## config.mk

```make
export PLATFORM = sky130hd
export DESIGN_NAME = jac1_mem_arbiter
export DESIGN_NICKNAME = d
export VERILOG_FILES = /design/src/rtl/jac1_pkg.sv /design/src/rtl/jac1_starve_ctr.sv /design/src/rtl/jac1_mem_arbiter.sv
export SDC_FILE = /design/constraint.sdc
export NUM_CORES = 1
export LEC_CHECK = 0
export ABC_CLOCK_PERIOD_IN_PS = 1900
export CAP_MARGIN = 25
export CORE_UTILIZATION = 24
export CTS_BUF_LIST = sky130_fd_sc_hd__clkbuf_4 sky130_fd_sc_hd__clkbuf_8
export DETAILED_ROUTE_END_ITERATION = 7
export PLACE_DENSITY = 0.8
export SETUP_SLACK_MARGIN = 0.1
export SLEW_MARGIN = 20
export SYNTH_ARGS = -nofsm -noshare
export SYNTH_HDL_FRONTEND = slang
export SYNTH_SLANG_ARGS = --single-unit
```

## constraint.sdc

```tcl
create_clock -name clk -period 1.9 [get_ports clk]
set_clock_uncertainty 0.05 [all_clocks]
set_input_delay 0.38 -clock clk [delete_from_list [all_inputs] [get_ports clk]]
set_output_delay 0.38 -clock clk [all_outputs]
set_load 0.03 [all_outputs]
```

## src/rtl/jac1_pkg.sv

```systemverilog
// Shared types and defaults for the Jac1-8 memory arbiter.
// Read-owner encoding records which requester receives next cycle's read data.
package jac1_pkg;

  localparam int JAC1_DATA_W = 8;
  localparam int JAC1_ADDR_W = 8;

  typedef enum logic [1:0] {
    OWN_NONE  = 2'd0,
    OWN_FETCH = 2'd1,
    OWN_DATA  = 2'd2,
    OWN_DBG   = 2'd3
  } owner_t;

endpackage

```

## src/rtl/jac1_starve_ctr.sv

```systemverilog
// Saturating fetch-starvation counter; clear wins over increment, holds when neither.
// Registered count, at_max is a direct decode of the register (no extra latency).
module jac1_starve_ctr #(
  parameter int MaxWait = 4
) (
  input  logic clk,
  input  logic sys_res_n,
  input  logic i_inc,
  input  logic i_clr,
  output logic o_at_max
);

  localparam logic [3:0] MAX_CNT = 4'(MaxWait);

  logic [3:0] r_cnt;

  always_ff @(posedge clk) begin
    if (!sys_res_n) begin
      r_cnt <= 4'd0;
    end else if (i_clr) begin
      r_cnt <= 4'd0;
    end else if (i_inc && (r_cnt != MAX_CNT)) begin
      r_cnt <= r_cnt + 4'd1;
    end
  end

  assign o_at_max = (r_cnt == MAX_CNT);

endmodule

```

## src/rtl/jac1_mem_arbiter.sv

```systemverilog
// Single-port RAM arbiter: fetch vs load/store, combinational grant, read data valid one cycle after grant.
// No queuing: requesters hold until gnt. JAC1_ARB_DBG_EN adds a top-priority debug port.
module jac1_mem_arbiter
  import jac1_pkg::*;
#(
  parameter int DataWidth = JAC1_DATA_W,
  parameter int AddrWidth = JAC1_ADDR_W,
  parameter int MaxWait   = 4
) (
  input  logic                 clk,
  input  logic                 sys_res_n,
  input  logic                 if_req,
  input  logic [AddrWidth-1:0] if_addr,
  output logic                 if_gnt,
  output logic                 if_rvalid,
  output logic [DataWidth-1:0] if_rdata,
  input  logic                 ls_req,
  input  logic                 ls_we,
  input  logic [AddrWidth-1:0] ls_addr,
  input  logic [DataWidth-1:0] ls_wdata,
  output logic                 ls_gnt,
  output logic                 ls_rvalid,
  output logic [DataWidth-1:0] ls_rdata,
`ifdef JAC1_ARB_DBG_EN
  input  logic                 dbg_req,
  input  logic                 dbg_we,
  input  logic [AddrWidth-1:0] dbg_addr,
  input  logic [DataWidth-1:0] dbg_wdata,
  output logic                 dbg_gnt,
  output logic                 dbg_rvalid,
  output logic [DataWidth-1:0] dbg_rdata,
`endif
  output logic                 mem_en,
  output logic                 mem_we,
  output logic [AddrWidth-1:0] mem_addr,
  output logic [DataWidth-1:0] mem_wdata,
  input  logic [DataWidth-1:0] mem_rdata
);

  logic   w_if_gnt;
  logic   w_ls_gnt;
  logic   w_dbg_gnt;
  logic   w_at_max;
  owner_t w_owner_nxt;
  owner_t r_rd_owner;

  always_comb begin
    w_if_gnt  = 1'b0;
    w_ls_gnt  = 1'b0;
    w_dbg_gnt = 1'b0;
    if (sys_res_n) begin
`ifdef JAC1_ARB_DBG_EN
      if (dbg_req) w_dbg_gnt = 1'b1;
      else
`endif
      if (w_at_max && if_req) w_if_gnt = 1'b1;
      else if (ls_req)        w_ls_gnt = 1'b1;
      else if (if_req)        w_if_gnt = 1'b1;
    end
  end

  // Debug wins leave the count untouched: neither clear nor increment.
  jac1_starve_ctr #(
    .MaxWait(MaxWait)
  ) u_starve (
    .clk      (clk),
    .sys_res_n(sys_res_n),
    .i_inc    (if_req & ~w_if_gnt & ~w_dbg_gnt),
    .i_clr    (~if_req | w_if_gnt),
    .o_at_max (w_at_max)
  );

  always_comb begin
    mem_we      = 1'b0;
    mem_addr    = '0;
    mem_wdata   = '0;
    w_owner_nxt = OWN_NONE;
    if (w_if_gnt) begin
      mem_addr    = if_addr;
      w_owner_nxt = OWN_FETCH;
    end else if (w_ls_gnt) begin
      mem_we      = ls_we;
      mem_addr    = ls_addr;
      mem_wdata   = ls_we ? ls_wdata : '0;
      w_owner_nxt = ls_we ? OWN_NONE : OWN_DATA;
    end
`ifdef JAC1_ARB_DBG_EN
    else if (w_dbg_gnt) begin
      mem_we      = dbg_we;
      mem_addr    = dbg_addr;
      mem_wdata   = dbg_we ? dbg_wdata : '0;
      w_owner_nxt = dbg_we ? OWN_NONE : OWN_DBG;
    end
`endif
  end

  always_ff @(posedge clk) begin
    if (!sys_res_n) r_rd_owner <= OWN_NONE;
    else            r_rd_owner <= w_owner_nxt;
  end

  assign if_gnt = w_if_gnt;
  assign ls_gnt = w_ls_gnt;
  assign mem_en = w_if_gnt | w_ls_gnt | w_dbg_gnt;

  // Gated by reset so a read in flight when reset lands never reports valid.
  assign if_rvalid = sys_res_n && (r_rd_owner == OWN_FETCH);
  assign ls_rvalid = sys_res_n && (r_rd_owner == OWN_DATA);
  assign if_rdata  = if_rvalid ? mem_rdata : '0;
  assign ls_rdata  = ls_rvalid ? mem_rdata : '0;

`ifdef JAC1_ARB_DBG_EN
  assign dbg_gnt    = w_dbg_gnt;
  assign dbg_rvalid = sys_res_n && (r_rd_owner == OWN_DBG);
  assign dbg_rdata  = dbg_rvalid ? mem_rdata : '0;
`endif

endmodule

```

==> results.md <==
Status:
- The run finished, with violations left.
- The checks that failed: setup timing.

Floorplan:
- Once the floorplan was initialized, standard cells occupied 26.2% of the core.
- The row count is 16.
- The overall die width is 49.0 µm.
- The area of the die is 2400 µm².
- The die is 49.0 µm tall.
- The total area inside the core boundary comes to 2020 µm².
- The I/O pin count is 75.

Synth:
- The number of warnings reported in the yosys synthesis log is 0.
- The fraction of synthesis flops using an asynchronous set or reset pin is 0%.
- The post-synthesis net count is 104.
- The synthesized design devotes to its leading area cell type 22.6% of total area.
- The combined area of all synthesized cells is 531 µm².
- Synthesis produced 65 cells.
- Yosys attributes the largest share of cell area to sky130_fd_sc_hd__dfxtp_1 (23%), sky130_fd_sc_hd__and2_1 (20%), sky130_fd_sc_hd__a22o_1 (13%).
- The cell type with the largest total area after synthesis is sky130_fd_sc_hd__dfxtp_1.
- Summing the sequential cell areas from Yosys gives 22.6% of the chip area.
- The commonest cells after synthesis are sky130_fd_sc_hd__and2_1 (17), sky130_fd_sc_hd__a22o_1 (8), sky130_fd_sc_hd__and3_1 (8).
- The post-synthesis average cell area is 8.16 µm².
- For this run, the leading register cell type out of synthesis is sky130_fd_sc_hd__dfxtp_1.
- The synthesized flop and latch total is 6.
- The netlist uses 21 different library cells.
- The number of synthesized flops with an enable pin is 0.
- Yosys instantiated no cell more often than sky130_fd_sc_hd__and2_1.

Power:
- The standby leakage power is 0.690 nW.
- The portion of total power attributed to sequential cells is 25.4%.
- The part of the power in the clock network is 22.9%.
- The maximum vdd ir drop is 0.216 mV.
- Power spread over the standard cell area amounts to 342 nW/µm².
- The switching power total is 0.168 mW.
- The combinational cell fraction of total power is 51.7%.
- The proportion of total power due to net switching is 32.4%.
- The internal portion of the total power is 0.349 mW.

Global route:
- The pin count of the biggest net entering global routing is 11.
- The number of antenna violations at the first check in global routing is 0.
- The global-route wire length before repair is 3950 µm.
- The aggregate global-route resource usage is 21.4%.
- The total overflow reported by the global router is 0.
- The number of global-route vias before repair is 893.

Clocking:
- The TritonCTS clock tree is yes.
- In this run the clock root is driven by a sky130_fd_sc_hd__clkbuf_4.
- The clock passes through at most 2 buffers.
- The clock edge transition at the registers on the reported setup and hold paths is 0.05 ns.
- The number of buffers created by CTS is 3.
- The number of sinks on the clock net is 6.
- For the worst-skew pair, the clock arrives at the later sink with an insertion delay of 0.24 ns.
- The number of levels in the clock H-tree is 1.

Route:
- The final layout contains routed wiring with a total length of 2400 µm.
- The via density per instance is 4.83.
- The post-route DRC violation count is 0.
- The number of antenna-violating nets in the routed design is 0.
- The number of DRC violations after detailed-routing iteration 0 is 12.
- Before antenna repair, the detailed router went through 4 iterations.
- The average wire per cell in the routed design is 13.5 µm.
- Across all layers, the routed design uses 860 vias.

Place:
- The count of buffers added on input and output ports is 74.
- The congestion estimate from routability-driven global placement came to 0.688.
- Detailed placement finished with a half-perimeter wire length of 1710 µm.
- The worst setup slack before clock tree synthesis is -0.267 ns.

Finish:
- At the end of the flow, the number of nets in the layout was 192.
- Summing all flip-flop and latch instances after layout gives 123 µm².
- The area growth from synthesis to layout is 185%.
- Cells with a size suffix above 1 make up 54.3% of the layout.
- The repair_antennas step left the layout with diodes totalling 0.
- The total area of multi-input combinational cells is 546 µm².
- The total of fill cells in the finished design is 151.

Timing:
- The final period demand of the worst path is 2.00 ns.
- The measured slew at the worst slew-check pin is 0.343 ns.
- Static timing analysis puts the maximum clock frequency at 501 MHz.
- Setup repair after global routing could not meet its margin everywhere.
- The count of final setup violators is 19.
- The number of failing hold endpoints at the final stage came to 0.
- The worst max-slew margin expressed relative to the limit is 77.0%.
- The post-layout worst setup margin is -0.0959 ns.
- The share of the cycle needed by the critical path after routing is 105%.
- The final count of pins violating max slew was 0.
- Adding up every negative setup slack in the final design gives -1.12 ns.

Worst setup path:
- Data arrives at the worst endpoint at 1.57 ns.
- The worst setup path is captured at an output port.
- The worst setup path startpoint is u_starve.r_cnt[0].
- The maximum net fanout on the critical path is 7.
- The critical path startpoint category is a flip-flop.
- The type of the worst setup path is reg -> out.
- The worst register-to-register path begins at u_starve.r_cnt[0].
- For the worst flop-to-flop path, the logic depth is 5.
- The required time of the worst setup path is 1.47 ns.

Run:
- The count of max-cap constraint violations is 0.

Min path:
- The tightest min-delay check is of the reg -> reg type.
- In this run the most critical hold path is launched from u_starve.r_cnt[0].
- The cell depth of the worst hold path is 2.
layout by cell type (no fill, tap or decap):
cell type	instances
sky130_fd_sc_hd__nand4_1	1
sky130_fd_sc_hd__clkbuf_4	3
sky130_fd_sc_hd__o21a_1	1
sky130_fd_sc_hd__clkdlybuf4s18_2	1
sky130_fd_sc_hd__inv_1	1
sky130_fd_sc_hd__a21oi_1	1
sky130_fd_sc_hd__inv_2	3
sky130_fd_sc_hd__clkdlybuf4s50_1	33
sky130_fd_sc_hd__o211a_4	3
sky130_fd_sc_hd__nand2_1	1
sky130_fd_sc_hd__xor2_1	1
sky130_fd_sc_hd__a21oi_2	1
sky130_fd_sc_hd__dlygate4sd2_1	2
sky130_fd_sc_hd__and2_1	16
sky130_fd_sc_hd__xnor2_1	1
sky130_fd_sc_hd__and3_4	8
sky130_fd_sc_hd__nand3_1	1
sky130_fd_sc_hd__buf_6	18
sky130_fd_sc_hd__a22o_4	5
sky130_fd_sc_hd__and2_4	1
sky130_fd_sc_hd__nor2_4	1
sky130_fd_sc_hd__nor2b_1	1
sky130_fd_sc_hd__a22o_2	3
sky130_fd_sc_hd__buf_4	28
sky130_fd_sc_hd__nand2_2	1
sky130_fd_sc_hd__and3b_2	1
sky130_fd_sc_hd__nand3b_4	1
sky130_fd_sc_hd__ha_4	1
sky130_fd_sc_hd__a21oi_4	1
sky130_fd_sc_hd__ha_1	1
sky130_fd_sc_hd__dfxtp_1	4
sky130_fd_sc_hd__dfxtp_2	2
sky130_fd_sc_hd__nor2_1	4
through the flow:
step	util (%)	cells	total power [mW]	hold slack [ns]	instance area, µm²
2_1_floorplan	-	65	0.226	0.380	551
3_3_place_gp	61.6	168	0.349	0.394	1240
3_5_place_dp	61.6	168	0.354	0.401	1240
4_1_cts	73.7	178	0.512	0.460	1490
5_1_grt	74.7	178	0.538	0.484	1510
6_report	74.7	178	0.517	0.463	1510
flip-flops by register name, summed over array words and instances (netlist names):
register        count
u_starve.r_cnt      4
r_rd_owner          2
power by group through the flow:
stage	Sequential [mW]	Clock [mW]	Combinational (mW)
floorplan	0.133	0	0.0932
global placement	0.133	0	0.216
detailed placement	0.133	0	0.220
CTS	0.131	0.120	0.261
global route	0.131	0.125	0.281
finish	0.131	0.119	0.267
logic make-up (layout without fill, tap and decap cells):
kind of cell | count (synthesis) | count (layout) | share of synthesized area [%]
buffers and inverters | 6 | 89 | 5.66
XOR/XNOR | 2 | 2 | 3.30
flip-flops | 6 | 6 | 22.6
AND/OR/NAND/NOR | 37 | 37 | 43.2
adder cells (fa/ha/maj) | 2 | 2 | 4.72
AO/OA/AOI/OAI | 12 | 15 | 20.5
path summary, 6_finish.rpt:
check                                    endpoint  slack [ns]
worst max register to register      r_rd_owner[1]        0.62
worst max-delay path                  mem_addr[3]        -0.1
worst min register to register  u_starve.r_cnt[0]        0.46
worst min-delay path            u_starve.r_cnt[0]        0.46
metal layers:
layer / up-vias / track usage, % / wire (µm)
met5: - / 0 / 0
met4: 0 / 10.8 / 56
met3: 6 / 4.98 / 269
met2: 65 / 39.4 / 1200
met1: 381 / 22.5 / 868
li1: 408 / - / -
repair_timing:
item | in CTS | in global routing
endpoints found under the hold margin | 0 | 0
setup endpoints to repair | 37 | 37
gates resized for setup | 45 | 5
setup buffers | 4 | 0
hold buffers | 0 | 0
pin swaps | 7 | 3
gates cloned | 3 | 0
area by class of cell:
cell class | count | area share (%)
inverter | 4 | 0.994
sequential | 6 | 8.12
clock buffer | 3 | 1.49
timing repair buffer | 82 | 51.0
tap | 27 | 2.24
multi-input combinational | 56 | 36.1
worst max-delay path, stage by stage, from the launching register on:
cell	delay, ns
sky130_fd_sc_hd__dfxtp_2	0.32
sky130_fd_sc_hd__inv_2	0.06
sky130_fd_sc_hd__ha_4	0.14
sky130_fd_sc_hd__nand3b_4	0.14
sky130_fd_sc_hd__o211a_4	0.30
sky130_fd_sc_hd__a22o_4	0.23
sky130_fd_sc_hd__buf_6	0.14
Power figures use the tool's default switching activity.
